$ cat config.mk
export PLATFORM = sky130hd
export DESIGN_NAME = bno085_spi_arbiter
export DESIGN_NICKNAME = d
export VERILOG_FILES = /design/src/rtl/bno085_spi_pkg.sv /design/src/rtl/bno085_rr_pick.sv /design/src/rtl/bno085_spi_arbiter.sv
export SDC_FILE = /design/constraint.sdc
export NUM_CORES = 1
export LEC_CHECK = 0
export ABC_AREA = 1
export CORE_UTILIZATION = 40
export DETAILED_ROUTE_END_ITERATION = 10
export PLACE_DENSITY = 0.67
export SYNTH_ARGS = -nofsm -noshare
export SYNTH_HDL_FRONTEND = slang
export SYNTH_SLANG_ARGS = --single-unit
$ cat constraint.sdc
create_clock -name clk -period 2.26 [get_ports clk]
set_input_delay 0.565 -clock clk [delete_from_list [all_inputs] [get_ports clk]]
set_output_delay 0.565 -clock clk [all_outputs]
set_load 0.03 [all_outputs]
$ cat src/rtl/bno085_spi_pkg.sv
// Shared types and constants for the BNO085 SPI bus arbiter.
package bno085_spi_pkg;

  localparam int NUM_REQ = 2;

  typedef enum logic [2:0] {
    IDLE,
    SETUP,
    ACTIVE,
    DRAIN,
    GUARD
  } arb_state_t;

endpackage

$ cat src/rtl/bno085_rr_pick.sv
// Two-input round-robin picker: on a tie, the requester that was not served last wins.
module bno085_rr_pick
  import bno085_spi_pkg::*;
(
  input  logic [NUM_REQ-1:0] eligible,
  input  logic               last,
  output logic [NUM_REQ-1:0] pick,
  output logic               valid
);

  always_comb begin
    pick = eligible;
    if (&eligible) begin
      pick = last ? 2'b01 : 2'b10;
    end
  end

  assign valid = |eligible;

endmodule

$ cat src/rtl/bno085_spi_arbiter.sv
// Shares one SPI byte engine between two BNO085 controllers: round-robin grant,
// chip-select setup/guard timing, byte routing, MISO steering and transaction timeout.
module bno085_spi_arbiter
  import bno085_spi_pkg::*;
#(
  parameter int CS_SETUP_CYCLES = 4,
  parameter int CS_GUARD_CYCLES = 8,
  parameter int TIMEOUT_CYCLES  = 65535
) (
  input  logic               clk,
  input  logic               fpga_rst,
  input  logic [NUM_REQ-1:0] req,
  output logic [NUM_REQ-1:0] gnt,
  input  logic [NUM_REQ-1:0] start_i,
  input  logic [7:0]         tx_byte_0,
  input  logic [7:0]         tx_byte_1,
  output logic [NUM_REQ-1:0] done_o,
  output logic [7:0]         rx_byte,
  output logic               eng_start,
  output logic [7:0]         eng_tx_byte,
  input  logic               eng_busy,
  input  logic               eng_done,
  input  logic [7:0]         eng_rx_byte,
  input  logic               miso1,
  input  logic               miso2,
  output logic               eng_miso,
  output logic               cs_n1,
  output logic               cs_n2,
  output logic [NUM_REQ-1:0] timeout_err
);

  localparam int SW = $clog2(CS_SETUP_CYCLES + 1);
  localparam int GW = $clog2(CS_GUARD_CYCLES + 1);
  localparam int TW = $clog2(TIMEOUT_CYCLES + 1);
  localparam logic [SW-1:0] SETUP_LAST = SW'(CS_SETUP_CYCLES - 1);
  localparam logic [GW-1:0] GUARD_LAST = GW'(CS_GUARD_CYCLES - 1);
  localparam logic [TW-1:0] TMO_LAST   = TW'(TIMEOUT_CYCLES - 1);

  arb_state_t         state_reg;
  logic               owner_reg;
  logic [NUM_REQ-1:0] mask_reg;
  logic [SW-1:0]      setup_cnt_reg;
  logic [GW-1:0]      guard_cnt_reg;
  logic [TW-1:0]      tmo_cnt_reg;

  logic [NUM_REQ-1:0] eligible;
  logic [NUM_REQ-1:0] pick;
  logic               pick_valid;

  assign eligible = req & ~mask_reg;

  bno085_rr_pick u_pick (
    .eligible (eligible),
    .last     (owner_reg),
    .pick     (pick),
    .valid    (pick_valid)
  );

  always_ff @(posedge clk or posedge fpga_rst) begin
    if (fpga_rst) begin
      state_reg     <= IDLE;
      owner_reg     <= 1'b1;
      mask_reg      <= '0;
      setup_cnt_reg <= '0;
      guard_cnt_reg <= '0;
      tmo_cnt_reg   <= '0;
      gnt           <= '0;
      cs_n1         <= 1'b1;
      cs_n2         <= 1'b1;
      eng_start     <= 1'b0;
      eng_tx_byte   <= '0;
      timeout_err   <= '0;
    end else begin
      eng_start   <= 1'b0;
      timeout_err <= '0;
      // A timed-out requester stays masked until it lets go of req.
      mask_reg    <= mask_reg & req;

      case (state_reg)
        IDLE: begin
          if (pick_valid) begin
            gnt           <= pick;
            cs_n1         <= ~pick[0];
            cs_n2         <= ~pick[1];
            owner_reg     <= pick[1];
            setup_cnt_reg <= '0;
            state_reg     <= SETUP;
          end
        end

        SETUP: begin
          if (!req[owner_reg]) begin
            gnt           <= '0;
            cs_n1         <= 1'b1;
            cs_n2         <= 1'b1;
            guard_cnt_reg <= '0;
            state_reg     <= GUARD;
          end else if (setup_cnt_reg == SETUP_LAST) begin
            tmo_cnt_reg <= '0;
            state_reg   <= ACTIVE;
          end else begin
            setup_cnt_reg <= setup_cnt_reg + SW'(1);
          end
        end

        // The timeout also covers DRAIN so a hung engine cannot hold the bus forever.
        ACTIVE, DRAIN: begin
          if (eng_done) begin
            tmo_cnt_reg <= '0;
          end else if (tmo_cnt_reg != TMO_LAST) begin
            tmo_cnt_reg <= tmo_cnt_reg + TW'(1);
          end

          if (!eng_done && tmo_cnt_reg == TMO_LAST) begin
            timeout_err[owner_reg] <= 1'b1;
            mask_reg[owner_reg]    <= 1'b1;
            gnt                    <= '0;
            cs_n1                  <= 1'b1;
            cs_n2                  <= 1'b1;
            guard_cnt_reg          <= '0;
            state_reg              <= GUARD;
          end else if (state_reg == DRAIN) begin
            if (eng_done) begin
              gnt           <= '0;
              cs_n1         <= 1'b1;
              cs_n2         <= 1'b1;
              guard_cnt_reg <= '0;
              state_reg     <= GUARD;
            end
          end else if (!req[owner_reg]) begin
            if (eng_busy || eng_start) begin
              state_reg <= DRAIN;
            end else begin
              gnt           <= '0;
              cs_n1         <= 1'b1;
              cs_n2         <= 1'b1;
              guard_cnt_reg <= '0;
              state_reg     <= GUARD;
            end
          end else if (start_i[owner_reg] && !eng_busy && !eng_start) begin
            // A start issued last cycle has not raised eng_busy yet; don't double-issue.
            eng_start   <= 1'b1;
            eng_tx_byte <= owner_reg ? tx_byte_1 : tx_byte_0;
          end
        end

        GUARD: begin
          if (guard_cnt_reg == GUARD_LAST) begin
            state_reg <= IDLE;
          end else begin
            guard_cnt_reg <= guard_cnt_reg + GW'(1);
          end
        end

        default: state_reg <= IDLE;
      endcase
    end
  end

  for (genvar gi = 0; gi < NUM_REQ; gi++) begin : g_done
    assign done_o[gi] = eng_done & gnt[gi];
  end

  assign rx_byte = eng_rx_byte;

  always_comb begin
    eng_miso = 1'b0;
    case (gnt)
      2'b01:   eng_miso = miso1;
      2'b10:   eng_miso = miso2;
      default: eng_miso = 1'b0;
    endcase
  end

endmodule

# Word level (Yosys, flattened, before mapping)
# Cells that the tools add are included.
[word_totals]
reg_bits = 44
inputBits = 34
output_inout_bits = 26
elab_cells = 136
[classes]
add_sub_neg = 3
n_lt_le_gt_ge = 2
eq_ne = 22
mux = 64
n_bitwise = 10
n_reduce_logical = 23
[ops]
columns = ["op", "n"]
rows = [
  ["16-bit 2-to-1 mux", 4],
  ["3-bit 2-to-1 mux", 12],
  ["16-bit case mux with 2 select lines", 1],
  ["4-bit 2-to-1 mux", 7],
  ["2-bit 2-to-1 mux", 13],
  ["1-bit 2-to-1 mux", 18],
  ["16-bit by 1-bit adder with 16-bit output (second input constant)", 1],
  ["16-bit equality test (second input constant)", 1],
  ["16-bit inequality test (second input constant)", 1],
  ["2-bit inequality test (second input constant)", 7],
  ["4-bit inequality test (second input constant)", 3],
  ["3-bit case mux with 4 select lines", 1],
  ["4-bit case mux with 3 select lines", 1],
  ["6-bit AND reduction", 2],
  ["5-bit AND reduction", 2],
  ["3-bit by 2-bit equality test with 1-bit output (second input constant)", 3],
  ["8-bit 2-to-1 mux", 1],
  ["4-bit AND reduction", 2],
  ["3-bit inequality test (second input constant)", 2],
  ["1-bit case mux with 3 select lines", 2],
  ["2-bit case mux with 3 select lines", 1],
  ["3-bit case mux with 2 select lines", 1],
  ["3-bit nonzero test", 2],
  ["4-bit by 1-bit adder with 4-bit output (second input constant)", 1],
  ["22 further kinds", 35],
]

# Logic depth before layout (Yosys ltp)
[depth]
depth_word = 9
depth_mapped = 11
mapped_depth_nobuf = 11

# Modules after synthesis
# A second synthesis with hierarchy kept.
[unflattened]
hier_cells = 379
hier_area_um2 = 2706.3
[by_module_without_submodules]
columns = ["mod", "instances", "cells_per_inst", "area_per_inst_um2", "seq_area_each_um2"]
rows = [
  ["bno085_spi_arbiter", 1, 373, 2678.8, 1104.8],
  ["bno085_rr_pick", 1, 6, 27.5, 0.0],
]

# Worst setup path before layout
# OpenSTA, ideal clock, no wires.
[synth_path]
kind = "flip-flop to output port"
from = "reg gnt[0]"
to = "out eng_miso"
arrival_ps = 1394
t_required_ps = 1695
path_slack_ps = 301
stages_incl_launch_ff = 4
path_buffers = 0
path_cell_list = "dfrtp_1 inv_1 ha_1 a21oi_1"
[synth_via]
elab_chain_cells = 2
elab_cells_between_ends = 3
classes_between = "eq/ne: 2; mux: 1"
[synth_rtl]
columns = ["element", "line", "source"]
rows = [
  ["start: declaration", "bno085_spi_arbiter.sv:13", "output logic [NUM_REQ-1:0] gnt,"],
  ["start signal: assignment", "bno085_spi_arbiter.sv:82", "gnt <= pick;"],
  ["2-bit equality test / 2-bit by 1-bit equality test with 1-bit output (equally long branches)", "bno085_spi_arbiter.sv:168", "case (gnt)"],
  ["1-bit case mux with 2 select lines *", "bno085_spi_arbiter.sv:168", ""],
  ["end: declaration", "bno085_spi_arbiter.sv:26", "output logic eng_miso,"],
]
# Every way passes the cells marked *; elsewhere a longest branch is shown, timed or not.

# Final worst setup path
[layout_path]
from = "reg cs_n1"
to = "out cs_n1"
[layout_lines]
columns = ["element", "line", "source"]
rows = [
  ["start: declaration", "bno085_spi_arbiter.sv:27", "output logic cs_n1,"],
  ["start signal: assignment", "bno085_spi_arbiter.sv:83", "cs_n1 <= ~pick[0];"],
]
# No word-level cell between the ends.

==> run metrics <==
1st-iter DRT viols=107; drt wl/cell=12.0 um; minimum clock period=2.08 ns; crit start category=register; clk root buf=clkbuf_8; DRC Markers=0; nets@finish=447; Max-Cap Viols=0; Slew HR=0.699; commonest cells in the netlist=nand2_1 (91), dfrtp_1 (41), inv_1 (39), nor2_1 (34), nand3_1 (29); sequential fraction of the synthesis area=0.394; top_reg_cell synth=dfrtp_1; P per Cell Area=982 mW/mm^2; flops & latches, synth=44; r2r startpoint=owner_reg; most common cell in the netlist=nand2_1; Worst Reg-to-Reg Cells=8; final setup fails=0; Post-Route WL=6040 um; Post-Synthesis Cell Area=0.00280 mm^2; status=completed; fin util=0.506; RSZ-0062 raised after global routing=false; Max stage delay on crit path=0.67 ns; Worst VDD drop=0.000467 V; vias per cell=4.90; Yosys top cell area share=0.366; # diodes=0; placed inst area=0.00331 mm^2; Die ar.=0.00734 mm^2; Buf/Inv on CP=1; CP delay by family, top=buffers and inverters; Initial Utilization=0.412; largest net degree at the start of global routing=45; first-pass GRT wire length=10400 um; Critical Path RT=1.69 ns; GR Overflow Total=0; element type at the critical path end=primary output; Async SR Flop Fraction=1.00; num rows=30; routed vias=2463; hold path depth=2; Data arrival, critical path=1.51 ns; GP Congestion=0.854; synth warn=0; Hold Startpoint=mask_reg[1]; ANT nets after route=0; r2r setup slk=0.47 ns; vias in the first global route=2321; crit path max fanout=2; core region area=0.00679 mm^2; Die Width=85.7 um; clk sinks=44; WL met3=250 um; area leader, netlist=dfrtp_1; count of pins over their slew limit=0; Hold Path Class=register to register; synth top area cells=dfrtp_1 (37%), nand2_1 (12%), inv_1 (5.2%), nand3_1 (5.2%), nor2_1 (4.6%); port buffer count=43; cells along the critical path=clkdlybuf4s50_1; CTS max path bufs=2; TritonRoute pass-1 iters=6; r2r endpoint=eng_tx_byte[6]; hold path endpoint=mask_reg[1]; Top Layer Used=met4; Critical Path Slowest Stage Cell=clkdlybuf4s50_1; setup_tns=0 ns; post-synthesis cell type count=35; wl on met1=2740 um; Syn Area/Cell=7.70 um^2; Die Y=85.7 um; clk slew on worst S/H paths=0.09 ns; Crit Path Category=register to primary output; cts hold-fix bufs=0; share of cells above drive strength 1=0.155; Setup Fix Bufs, Post-CTS=0; Net Count, Synth=405; Gate Count Post-Synth=364; final hold vios=0; I/O pins=60; Lkg Pwr=1.61 nW; synthesis-to-finish area growth=22.6%; total CTS buffers=5; CTS tree=built; fmax=482 MHz; Worst-Margin Slew=0.450 ns; EDFF count, synth=0; metal2 WL=2960 um; GRT Overall Usage=0.179; H-Tree Depth=2; final period utilization=0.918; HPWL after DPL=4580 um; max reg flops=16; skew final=0.0114 ns; final instance area=0.00343 mm^2; Clk Latency, worst-skew pair=0.30 ns; post_cts resized=0; initial antenna violation count=0; Hold WS=0.487 ns
-- cells by family after synthesis --
| kind of cell | synth area share |
|---|---|
| adder cells (fa/ha/maj) | 0.0313 |
| AND/OR/NAND/NOR | 0.344 |
| AO/OA/AOI/OAI | 0.115 |
| buffers and inverters | 0.103 |
| XOR/XNOR | 0.0125 |
| flip-flops | 0.394 |
-- per-layer routing --
metal  global-route usage  vias up
met5                    0        -
met4               0.0667        0
met3               0.0327        8
met2                0.298       53
met1                0.233     1157
li1                     -     1245
-- worst max-delay path by stage --
stage	start	end	slack [ns]	cells after the start
final	cs_n1	cs_n1	0.18	1
after global routing	cs_n2	cs_n2	0.15	1
after CTS	cs_n1	cs_n1	0.17	1
after detailed placement	req[0]	eng_tx_byte[4]	0.09	9
after global placement	req[0]	eng_tx_byte[6]	0.14	9
after floorplan	gnt[0]	eng_miso	0.30	3
-- report_power, final --
| part | switching (W) | internal [W] | total, W |
|---|---|---|---|
| logic | 0.000976 | 0.000611 | 0.00159 |
| clock network | 0.000282 | 0.000362 | 0.000644 |
| registers | 0.000161 | 0.000983 | 0.00114 |
| total | 0.00142 | 0.00196 | 0.00337 |
-- stage by stage --
| step | cells | total power [W] | worst slack, ns |
|---|---|---|---|
| final | 503 | 0.00337 | 0.185 |
| after global routing | 503 | 0.00363 | 0.146 |
| after CTS | 503 | 0.00342 | 0.170 |
| after detailed placement | 495 | 0.00275 | 0.0902 |
| after global placement | 495 | 0.00273 | 0.138 |
| after floorplan | 364 | 0.00225 | 0.301 |
-- worst min-delay path, delay by kind of cell, from the launching register on --
| family | cells | cell delay, ns |
|---|---|---|
| AOI/OAI and AO/OA | 1 | 0.06 |
| and+or+nand+nor | 1 | 0.05 |
| DFF | 1 | 0.34 |
-- layout make-up --
type	count	area, um^2
timing repair buffer	49	493
sequential	44	1100
tap	96	120
clock inverter	2	38.8
clock buffer	6	82.6
inverter	50	188
multi-input combinational	256	1410
fill	661	3360
-- layout by cell type (no fill, tap or decap), types with 2 or more instances in the layout --
cell type	Yosys	layout
ha_1	7	7
xor2_1	4	4
nand4_1	10	10
nand3_4	2	2
buf_4	9	7
nor2_1	34	34
a21oi_1	14	14
dfstp_2	3	3
nor2_2	2	2
clkbuf_8	0	6
nand3_2	5	5
inv_1	39	38
nand3_1	29	29
nand2_1	91	91
nor2_4	4	4
dfrtp_1	41	41
clkdlybuf4s50_1	0	40
nand2_2	9	9
or2_2	3	3
o21ai_0	8	8
o21bai_1	6	6
o21a_1	8	8
buf_12	0	2
o211ai_1	2	2
inv_2	11	11
o21ai_1	8	8
Note: power is estimated with default switching activity, not from simulation.
